### config.mk
export PLATFORM = sky130hd
export DESIGN_NAME = hazard_scoreboard
export DESIGN_NICKNAME = d
export VERILOG_FILES = /design/src/rtl/hazard_pkg.sv /design/src/rtl/hazard_scoreboard_md_latency_counter.sv /design/src/rtl/hazard_scoreboard.sv
export SDC_FILE = /design/constraint.sdc
export NUM_CORES = 1
export LEC_CHECK = 0
export ABC_CLOCK_PERIOD_IN_PS = 4400
export CAP_MARGIN = 20
export CORE_ASPECT_RATIO = 1.25
export CORE_MARGIN = 2
export CORE_UTILIZATION = 40
export DETAILED_ROUTE_END_ITERATION = 10
export PLACE_DENSITY = 0.8
export SYNTH_ARGS = -nofsm -noshare
export SYNTH_HDL_FRONTEND = slang
export SYNTH_SLANG_ARGS = --single-unit
### constraint.sdc
create_clock -name clk -period 4.4 [get_ports clk]
set_clock_uncertainty 0.2 [all_clocks]
set_input_delay 0.88 -clock clk [delete_from_list [all_inputs] [get_ports clk]]
set_output_delay 0.88 -clock clk [all_outputs]
set_load 0.01 [all_outputs]
### src/rtl/hazard_pkg.sv
// Shared types and constants for the hazard scoreboard: Tnew/Tuse encodings,
// the in-flight write entry, and the saturating Tnew countdown helper.
package hazard_pkg;

    localparam int SB_REG_AW = 5;
    localparam int SB_TW     = 3;

    localparam logic [SB_TW-1:0] TNEW_NONE = 3'd0;
    localparam logic [SB_TW-1:0] TNEW_ALU  = 3'd1;
    localparam logic [SB_TW-1:0] TNEW_LOAD = 3'd2;
    localparam logic [SB_TW-1:0] TNEW_MFC0 = 3'd2;

    localparam logic [SB_TW-1:0] TUSE_BRANCH   = 3'd0;
    localparam logic [SB_TW-1:0] TUSE_ALU      = 3'd1;
    localparam logic [SB_TW-1:0] TUSE_STORE_RT = 3'd2;
    localparam logic [SB_TW-1:0] TUSE_NONE     = 3'd3;

    typedef struct packed {
        logic                 valid;
        logic [SB_REG_AW-1:0] dst;
        logic [SB_TW-1:0]     tnew;
        logic                 epc;
    } sb_entry_t;

    localparam sb_entry_t SB_EMPTY = '{valid: 1'b0, dst: 5'd0, tnew: 3'd0, epc: 1'b0};

    function automatic logic [SB_TW-1:0] tnew_dec(input logic [SB_TW-1:0] t);
        return (t == 3'd0) ? 3'd0 : (t - 3'd1);
    endfunction

    // Entry as it appears one stage further down the pipe.
    function automatic sb_entry_t entry_age(input sb_entry_t e);
        sb_entry_t r;
        r      = e;
        r.tnew = tnew_dec(e.tnew);
        return r;
    endfunction

endpackage

### src/rtl/hazard_scoreboard_md_latency_counter.sv
// Multiply/divide latency counter: loads the op latency on issue and counts
// down to zero; busy is registered and rises the cycle after issue.
module md_latency_counter #(
    parameter int MULT_LAT = 5,
    parameter int DIV_LAT  = 10
) (
    input  logic clk,
    input  logic reset,
    input  logic load,
    input  logic is_div,
    output logic busy
);

    localparam int MAX_LAT = (MULT_LAT > DIV_LAT) ? MULT_LAT : DIV_LAT;
    localparam int CW      = $clog2(MAX_LAT + 1);

    localparam logic [CW-1:0] MULT_CNT = CW'(MULT_LAT);
    localparam logic [CW-1:0] DIV_CNT  = CW'(DIV_LAT);
    localparam logic [CW-1:0] CNT_ZERO = CW'(32'd0);
    localparam logic [CW-1:0] CNT_ONE  = CW'(32'd1);

    logic [CW-1:0] cnt_r;
    logic [CW-1:0] cnt_next_s;
    logic          busy_r;

    // Next count: reload on issue, otherwise count down to zero.
    always_comb begin
        cnt_next_s = cnt_r;
        if (load) begin
            cnt_next_s = is_div ? DIV_CNT : MULT_CNT;
        end else if (cnt_r != CNT_ZERO) begin
            cnt_next_s = cnt_r - CNT_ONE;
        end else begin
            cnt_next_s = CNT_ZERO;
        end
    end

    // Counter and registered busy flag.
    always_ff @(posedge clk or negedge reset) begin
        if (!reset) begin
            cnt_r  <= CNT_ZERO;
            busy_r <= 1'b0;
        end else begin
            cnt_r  <= cnt_next_s;
            busy_r <= (cnt_next_s != CNT_ZERO);
        end
    end

    assign busy = busy_r;

endmodule

### src/rtl/hazard_scoreboard.sv
// D-stage hazard scoreboard: tracks in-flight GPR writes, mult/div latency and
// pending EPC writes, and raises stall. Optional macro: HAZARD_PERF_CNT_EN.
module hazard_scoreboard
    import hazard_pkg::*;
#(
    parameter int NUM_STAGES = 2,
    parameter int REG_AW     = SB_REG_AW,
    parameter int TW         = SB_TW,
    parameter int MULT_LAT   = 5,
    parameter int DIV_LAT    = 10,
    parameter int EPC_ADDR   = 14
) (
    input  logic              clk,
    input  logic              reset,
    input  logic              d_valid,
    input  logic [REG_AW-1:0] d_rs,
    input  logic [REG_AW-1:0] d_rt,
    input  logic [TW-1:0]     d_tuse_rs,
    input  logic [TW-1:0]     d_tuse_rt,
    input  logic              d_wen,
    input  logic [REG_AW-1:0] d_dst,
    input  logic [TW-1:0]     d_tnew,
    input  logic              d_md_start,
    input  logic              d_md_div,
    input  logic              d_hilo_use,
    input  logic              d_eret,
    input  logic              d_mtc0_epc,
    input  logic              flush,
    output logic              stall,
    output logic              md_busy,
    output logic [31:0]       stall_cycles
);

    localparam logic [REG_AW-1:0] REG_ZERO  = {REG_AW{1'b0}};
    localparam logic [TW-1:0]     TNEW_ZERO = {TW{1'b0}};

    sb_entry_t slot_r      [NUM_STAGES];
    sb_entry_t slot_next_s [NUM_STAGES];
    sb_entry_t new_entry_s;

    logic          rs_hit_s, rt_hit_s, epc_any_s;
    logic [TW-1:0] rs_tnew_s, rt_tnew_s;
    logic          rs_hz_s, rt_hz_s, hilo_hz_s, eret_hz_s;
    logic          stall_s, md_load_s, md_busy_s;

    // Youngest matching producer per source; scanning old-to-young lets the
    // lowest-index match overwrite any older one.
    always_comb begin
        rs_hit_s  = 1'b0;
        rt_hit_s  = 1'b0;
        rs_tnew_s = TNEW_ZERO;
        rt_tnew_s = TNEW_ZERO;
        epc_any_s = 1'b0;
        for (int i = NUM_STAGES - 1; i >= 0; i--) begin
            rs_tnew_s = (slot_r[i].valid && (slot_r[i].dst == d_rs)) ? slot_r[i].tnew : rs_tnew_s;
            rs_hit_s  = rs_hit_s | (slot_r[i].valid && (slot_r[i].dst == d_rs));
            rt_tnew_s = (slot_r[i].valid && (slot_r[i].dst == d_rt)) ? slot_r[i].tnew : rt_tnew_s;
            rt_hit_s  = rt_hit_s | (slot_r[i].valid && (slot_r[i].dst == d_rt));
            epc_any_s = epc_any_s | slot_r[i].epc;
        end
    end

    assign rs_hz_s   = (d_rs != REG_ZERO) && rs_hit_s && (rs_tnew_s > d_tuse_rs);
    assign rt_hz_s   = (d_rt != REG_ZERO) && rt_hit_s && (rt_tnew_s > d_tuse_rt);
    assign hilo_hz_s = d_hilo_use & md_busy_s;
    assign eret_hz_s = d_eret & epc_any_s;
    assign stall_s   = d_valid & (rs_hz_s | rt_hz_s | hilo_hz_s | eret_hz_s);
    assign stall     = stall_s;

    // The EPC flag is kept even for non-writing entries so eret sees mtc0.
    always_comb begin
        new_entry_s       = SB_EMPTY;
        new_entry_s.valid = d_valid & d_wen & (d_dst != REG_ZERO);
        new_entry_s.dst   = d_dst;
        new_entry_s.tnew  = d_tnew;
        new_entry_s.epc   = d_valid & d_mtc0_epc;
    end

    // Slot next state with priority flush > stall > advance.
    always_comb begin
        for (int i = 0; i < NUM_STAGES; i++) begin
            slot_next_s[i] = slot_r[i];
        end
        if (flush) begin
            for (int i = 0; i < NUM_STAGES; i++) begin
                slot_next_s[i] = SB_EMPTY;
            end
        end else begin
            slot_next_s[0] = stall_s ? SB_EMPTY : new_entry_s;
            for (int i = 1; i < NUM_STAGES; i++) begin
                slot_next_s[i] = entry_age(slot_r[i-1]);
            end
        end
    end

    // Scoreboard slot registers.
    always_ff @(posedge clk or negedge reset) begin
        if (!reset) begin
            for (int i = 0; i < NUM_STAGES; i++) begin
                slot_r[i] <= SB_EMPTY;
            end
        end else begin
            for (int i = 0; i < NUM_STAGES; i++) begin
                slot_r[i] <= slot_next_s[i];
            end
        end
    end

    assign md_load_s = d_valid & d_md_start & ~flush & ~stall_s;

    md_latency_counter #(
        .MULT_LAT (MULT_LAT),
        .DIV_LAT  (DIV_LAT)
    ) u_md_cnt (
        .clk    (clk),
        .reset  (reset),
        .load   (md_load_s),
        .is_div (d_md_div),
        .busy   (md_busy_s)
    );

    assign md_busy = md_busy_s;

`ifdef HAZARD_PERF_CNT_EN
    logic [31:0] perf_r;

    // Saturating count of stalled cycles.
    always_ff @(posedge clk or negedge reset) begin
        if (!reset) begin
            perf_r <= 32'd0;
        end else if (stall_s && (perf_r != 32'hFFFF_FFFF)) begin
            perf_r <= perf_r + 32'd1;
        end else begin
            perf_r <= perf_r;
        end
    end

    assign stall_cycles = perf_r;
`else
    assign stall_cycles = 32'd0;
`endif

endmodule

## Word level (Yosys, flattened, before mapping)

Cells that the tools add are included.

- Register bits: 25
- Input port bits: 34

- Add/sub/neg operators: 2
- Magnitude comparators: 2
- Equal/unequal tests: 4
- Mux-type cells: 10
- Bitwise logic cells: 17
- Reduce and logical (&&, ||, !) cells: 14

Operator list:

| kind | count |
|---|---|
| $eq A5 B5 Y1 | 4 |
| $mux W20 | 1 |
| $mux W3 | 5 |
| $reduce_bool A5 Y1 | 3 |
| $mux W4 | 3 |
| $mux W10 | 1 |
| $and A1 B1 Y1 | 9 |
| $logic_and A1 B1 Y1 | 8 |
| $reduce_bool A4 Y1 | 2 |
| $gt A3 B3 Y1 | 2 |
| $or A1 B1 Y1 | 6 |
| $sub A4 B1 Y4 const B | 1 |
| $logic_not A3 Y1 | 1 |
| $sub A3 B1 Y3 const B | 1 |
| $not A1 Y1 | 2 |

## Depth between registers and ports, before layout

Gate-level depths: netlist of run 1.

- Word-level depth: 14
- Mapped depth: 11
- Depth with buffers taken out: 11

## Modules after synthesis

From an unflattened synthesis of run 1, not the netlist that was laid out.

- Cell total of the unflattened synthesis: 171
- Area, all modules: 1,679.1 sq um

By module, submodules not included:

| module | times used | cells each | area each (sq um) | sequential area each (sq um) |
|---|---|---|---|---|
| hazard_scoreboard | 1 | 151 | 1,471.4 | 500.5 |
| md_latency_counter | 1 | 20 | 207.7 | 125.1 |

## Least setup slack after synthesis of run 1

OpenSTA, ideal clock, no wires.

- Path type: input port to output port
- Start: input d_rs[3]
- End: output stall
- Arrival: 2.992 ns
- Data required time: 3.320 ns
- Slack: 0.328 ns
- Cell stages on the path: 9
- Cell sequence: xor2_1 nor4_1 and3_4 and2b_2 a22o_2 ha_1 a32oi_1 o221ai_4 a31oi_4

- Word-level cells in the longest chain between the ends: 10

Ends and longest elaborated chain:

| item | RTL line | RTL |
|---|---|---|
| start: declaration | hazard_scoreboard.sv:16 | `input logic [REG_AW-1:0] d_rs,` |
| $eq A5 B5 Y1 | hazard_scoreboard.sv:55, hazard_scoreboard.sv:56 |  |
| $logic_and A1 B1 Y1 | hazard_scoreboard.sv:55, hazard_scoreboard.sv:56 |  |
| $mux W3 (2 in a row) | hazard_scoreboard.sv:55 | `rs_tnew_s = (slot_r[i].valid && (slot_r[i].dst == d_rs)) ? slot_r[i].tnew : rs_tnew_s;` |
| $gt A3 B3 Y1 | hazard_scoreboard.sv:63 | `assign rs_hz_s = (d_rs != REG_ZERO) && rs_hit_s && (rs_tnew_s > d_tuse_rs);` |
| $logic_and A1 B1 Y1 (*) | hazard_scoreboard.sv:63 |  |
| $or A1 B1 Y1 (*) (3 in a row) | hazard_scoreboard.sv:67 | `assign stall_s = d_valid & (rs_hz_s \| rt_hz_s \| hilo_hz_s \| eret_hz_s);` |
| $and A1 B1 Y1 (*) | hazard_scoreboard.sv:67 |  |
| end: declaration | hazard_scoreboard.sv:29 | `output logic stall,` |

Mark *: on every way between the ends. The rest lies on a longest branch, timed or not.

## Worst setup path in the final report of run 1

Same ends and word-level chain as after synthesis.

==> metrics.txt, run 1 <==
outcome=completed; Die ar.=4910 um^2; drt wl/cell=12.6 um; sequential fraction of the synthesis area=0.358; XOR/XNOR share of the synthesized area=0.100; FF-to-FF setup slack=1.07 ns; antenna-violating nets left=0; Starting DRT DRC Count=33; Synth Cell Area=1750 um^2; adder-cell share of the synthesized area=0.0573; Max rail drop VDD=0.000175 V; most frequent cell after synthesis=buf_4; vias per cell=4.55; clock slew at reported path FFs=0.08 ns; die span in y=77.9 um; total number of yosys warnings=0; synthesized area per cell=10.3 um^2; CTS tree=built; most instantiated cells after synthesis=32 x buf_4, 25 x dfrtp_1, 16 x xor2_1; first-pass GRT wire length=5.84 mm; P_leak=1.10 nW; post-synth top area share=0.358; compound-cell area share of the yosys netlist=0.115; share of layout cells above drive strength 1=0.219; DR pass1 iterations=4; Final Cycle Share=0.974; FF+latch area=626 um^2; Area Overhead vs Synth=31.4%; Cell variety after synth=34; largest family of logic cells by synthesized area=simple AND/OR/NAND/NOR gates; vias in the first global route=1,283; clock network power share=0.224; DPL Wire Length=2.80 mm; worst-skew pair later-pin latency=0.26 ns; WHS Endpoint=slot_r[1]; total power=0.596 mW; P_int=0.416 mW; reg-to-reg startpoint=slot_r[15]; routed wire length=3.51 mm; Slew @ Worst Pin=0.645 ns; Residual DRC=0; GRT overflow=0; Reg2Reg Depth=14; Sequential Power Share=0.481; leading area contributor after synthesis=dfrtp_1; initial core utilization=0.422; fin cells=280; Synth Instances=170; vias post-DR=1,275; Sw Ratio=0.302; crit path DAT=3.21 ns; Setup CP Type=input pin to output port; Post-Synth Simple-Gate Area=0.184; final slew viol count=0; worst r2r dst=u_md_cnt.cnt_r[1]; mux cell area share after synthesis=0.0244; Fmax=233 MHz; initial antenna violation count=0; top post-synthesis cells by area=dfrtp_1 36%, buf_4 14%, xor2_1 8.0%; RSZ-0062 raised after global routing=false; area of the multi-input gates=1030 um^2; I/O pin cnt=68; startpoint types=input pin; Clock Path Buffers=2; clock sink count=25; pin count of the biggest net entering global routing=26; setup tns final=0 ns; Nets=267; ANT cells=0; combinational cell fraction of total power=0.295; worst hold stages=1; final hold viol count=0; GPL Wtd Cong=0.903; Synth Flop Type=dfrtp_1; Max-Cap Viols=0; CP endpoint kind=output port; Async S/R FF share, synth=1.00; H-tree depth=1; fill count=371; GRT Overall Usage=0.152; PortBufs=35; min-delay src=slot_r[11]; Slew Limit Headroom=0.569; P_sw=0.180 mW; pwr dens=260 nW/um^2; crit path time final=4.29 ns; placed cell count=271; Hold Crit Class=register to register; number of synthesized register bits=25; Worst EP required=3.32 ns; Post-CTS Hold Fix Bufs=0; Post-synth EDFFs=0; # rows=26; cts bufs inserted=3; Die Width=63.1 um; Clock Tree Root=clkbuf_8; # setup viols final=0; critical-path maximum fanout=3; core area=4130 um^2
## critical path, cell delays in order
cell and delay (ns):
clkbuf_2 0.10, xor2_1 0.16, nor4_1 0.31, and3_4 0.24
and2b_2 0.24, a22o_4 0.23, ha_4 0.22, nor2b_2 0.15
o21a_1 0.19, o221ai_4 0.21, a31oi_4 0.13, buf_6 0.16
## layout make-up
class | instances | area share
multi-input combinational | 134 | 0.448
tap | 56 | 0.0306
inverter | 8 | 0.0131
clock inverter | 1 | 0.00327
sequential | 25 | 0.273
timing repair buffer | 53 | 0.214
clock buffer | 3 | 0.0180
## per-stage QoR
stage	utilization	setup slack, ns	hold WS, ns	cell area [um^2]
final	0.555	0.115	0.322	2290
after global routing	0.555	0.00500	0.364	2290
after CTS	0.539	0.000637	0.324	2230
after detailed placement	0.516	-0.683	0.319	2130
after global placement	0.516	-0.610	0.277	2130
after floorplan	-	0.328	0.266	1860
## how the worst max path moves through the flow
stage             from    end  slack (ns)  cells past startpoint
3_5_place_dp   d_rs[3]  stall       -0.68                     11
2_1_floorplan  d_rs[3]  stall        0.33                      9
5_1_grt        d_rt[4]  stall       0.005                     12
6_report       d_rs[3]  stall        0.11                     12
4_1_cts        d_rt[1]  stall      0.0006                     12
3_3_place_gp   d_rs[3]  stall       -0.61                     11
## cells by family after synthesis
group	after synthesis
and+or+nand+nor	50
buffers and inverters	42
DFF	25
AOI/OAI and AO/OA	20
xor gates and xnor gates	20
adders and majority gates	8
muxes	4
other	1
## sequential cells by signal, summed over array words and instances, names as in the netlist
name and count:
slot_r 20, u_md_cnt.busy 1, u_md_cnt.cnt_r 4
## cells in the final DEF (no fill, tap or decap), types with 3 or more instances in the layout
cell type,count
conb_1,32
dfrtp_1,25
clkdlybuf4s50_1,24
xor2_1,16
buf_4,16
nor3b_1,9
inv_1,8
nor2b_1,8
nor2_1,7
ha_1,6
nor4_1,4
xnor2_1,4
nor3_1,4
nand2_1,4
clkbuf_2,4
o21a_1,3
a21oi_1,3
clkbuf_8,3
## metal layers
layer | wire length, um | track usage
met1 | 1410 | 0.180
met2 | 1850 | 0.265
met3 | 188 | 0.0246
met4 | 65 | 0.0711
met5 | 0 | 0
## timing repair
action                                  CTS  global route
endpoints found under the setup margin    1             1
setup buffers                             2             2
pin swaps                                11            14
gates resized for setup                  23            15
hold endpoints to repair                  0             0
## power groups by stage
stage / Clock (mW) / Sequential [mW] / Combinational, mW
2_1_floorplan: 0 / 0.286 / 0.119
3_3_place_gp: 0 / 0.289 / 0.169
3_5_place_dp: 0 / 0.291 / 0.172
4_1_cts: 0.137 / 0.286 / 0.172
5_1_grt: 0.147 / 0.291 / 0.194
6_report: 0.134 / 0.287 / 0.176
Power figures use the tool's default switching activity.
==> run 2, diff against run 1 <==
Settings changed: CELL_PAD_IN_SITES_DETAIL_PLACEMENT from default to 1, CELL_PAD_IN_SITES_GLOBAL_PLACEMENT from default to 1, CORE_UTILIZATION 40 to 33, PLACE_DENSITY 0.8 to 0.87.
==> run 2 against run 1 <==
Fmax rose by 0.42%; global-route usage fell by 0.20 points; sequential power rose by 1%; core utilization fell by 9.8 points; final cell count rose by 2.5%; via count rose by 2.2%; power rose by 1.9%; clock-buffer cell count rose by 1; register-to-register slack got worse by 0.22 ns.
==> metrics.txt, run 2 (synthesis results as in run 1) <==
Fmax=234 MHz; Hold Crit Class=register to register; commonest non-fill, non-tap cell in the layout=conb_1; outcome=completed; number of flip-flops in the largest register=20; antenna-violating nets left=0; largest register by flop count=slot_r; vias per cell=4.54; initial core utilization=0.344; crit path time final=4.27 ns; Die Width=69.1 um; pwr dens=262 nW/um^2; dpl ws=-0.746 ns; Residual DRC=0; pin count of the biggest net entering global routing=26; share of layout cells above drive strength 1=0.244; critical-path maximum fanout=4; final core utilization=0.457; PortBufs=35; Worst EP required=3.32 ns; first-pass GRT wire length=7.05 mm; H-tree depth=1; P_sw=0.188 mW; clock sink count=25; DPL Wire Length=3.40 mm; ANT cells=0; routed wire length=4.37 mm; CP endpoint kind=output port; vias in the first global route=1,463; die span in y=85.3 um; GPL Wtd Cong=0.841; initial antenna violation count=0; hold slack=0.341 ns; final hold viol count=0; P_int=0.419 mW; Setup CP Type=input pin to output port; Post-CTS Hold Fix Bufs=0; vias post-DR=1,303; final worst-path setup slack=0.133 ns; fill count=590; most frequent cells in the layout=32 x conb_1, 25 x dfrtp_1, 24 x clkdlybuf4s50_1; core area=5080 um^2; Slew @ Worst Pin=0.649 ns; crit path DAT=3.19 ns; Clock Path Buffers=2; fin cells=287; drt wl/cell=15.2 um; clock network power share=0.212; Area Overhead vs Synth=33.0%; Slew Limit Headroom=0.566; Nets=268; # rows=29; P_leak=1.10 nW; CTS tree=built; Max-Cap Viols=0; placed cell count=277; Max rail drop VDD=0.000184 V; setup tns final=0 ns; Starting DRT DRC Count=35; # setup viols final=0; I/O pin cnt=68; worst-skew pair later-pin latency=0.26 ns; Sequential Power Share=0.479; final slew viol count=0; cts bufs inserted=3; Sw Ratio=0.310; Final Cycle Share=0.970; DR pass1 iterations=4; Die ar.=5890 um^2; GRT overflow=0; Clock Tree Root=clkbuf_8; clock slew at reported path FFs=0.08 ns; startpoint types=input pin; GRT Overall Usage=0.150; combinational cell fraction of total power=0.309
run 2: area by class of cell:
type	instances	area [um^2]	area share
Multi-Input combinational cell	134	1070	0.461
Sequential cell	25	626	0.270
Timing Repair Buffer	54	472	0.203
Tap cell	62	77.6	0.0334
Clock buffer	4	45.0	0.0194
Inverter	8	30.0	0.0129
run 2: per-stage QoR:
stage	power (mW)	instance area [um^2]
6_report	0.608	2320
3_5_place_dp	0.471	2140
5_1_grt	0.652	2320
2_1_floorplan	0.406	1860
4_1_cts	0.605	2250
3_3_place_gp	0.459	2140
run 2: worst max-delay path, stage by stage:
cell and delay (ns):
dlygate4sd2_1 0.27, xor2_1 0.17, nor4_2 0.21, and3_4 0.26, buf_4 0.15, a22oi_2 0.08
ha_1 0.35, a32oi_4 0.28, o221ai_4 0.16, a31oi_4 0.23, buf_2 0.16
run 2: power groups by stage:
stage | clock (mW) | combinational, mW | sequential, mW
global route | 0.146 | 0.211 | 0.295
finish | 0.129 | 0.188 | 0.291
global placement | 0 | 0.169 | 0.290
CTS | 0.134 | 0.183 | 0.289
floorplan | 0 | 0.119 | 0.286
detailed placement | 0 | 0.179 | 0.293
run 2: final timing paths:
path,from,to,slack (ns),cells after the start
min in group asynchronous,reset,slot_r[0],0.73,1
worst min register to register,u_md_cnt.cnt_r[1],u_md_cnt.busy,0.34,2
worst min-delay path,u_md_cnt.cnt_r[1],u_md_cnt.busy,0.34,2
worst max register to register,slot_r[16],u_md_cnt.cnt_r[1],0.85,14
max in group asynchronous,reset,slot_r[12],2.82,2
worst max-delay path,d_rt[1],stall,0.13,11
run 2: repair_timing:
| action | 4_1_cts | 5_1_grt |
|---|---|---|
| resized for setup | 27 | 17 |
| setup endpoints to repair | 1 | 1 |
| buffers inserted | 2 | 4 |
| pin swaps | 17 | 20 |
run 2: routing by layer:
metal | GRT usage | wire length [um]
met1 | 0.166 | 1680
met2 | 0.300 | 2450
met3 | 0.0119 | 158
met4 | 0.0428 | 79
met5 | 0 | 0
==> run 3, diff against run 2 <==
Settings changed: CTS_CLUSTER_SIZE from default to 24.
==> results of run 3 <==
Same layout as run 2: the final DEF is identical, and so are final timing and power.
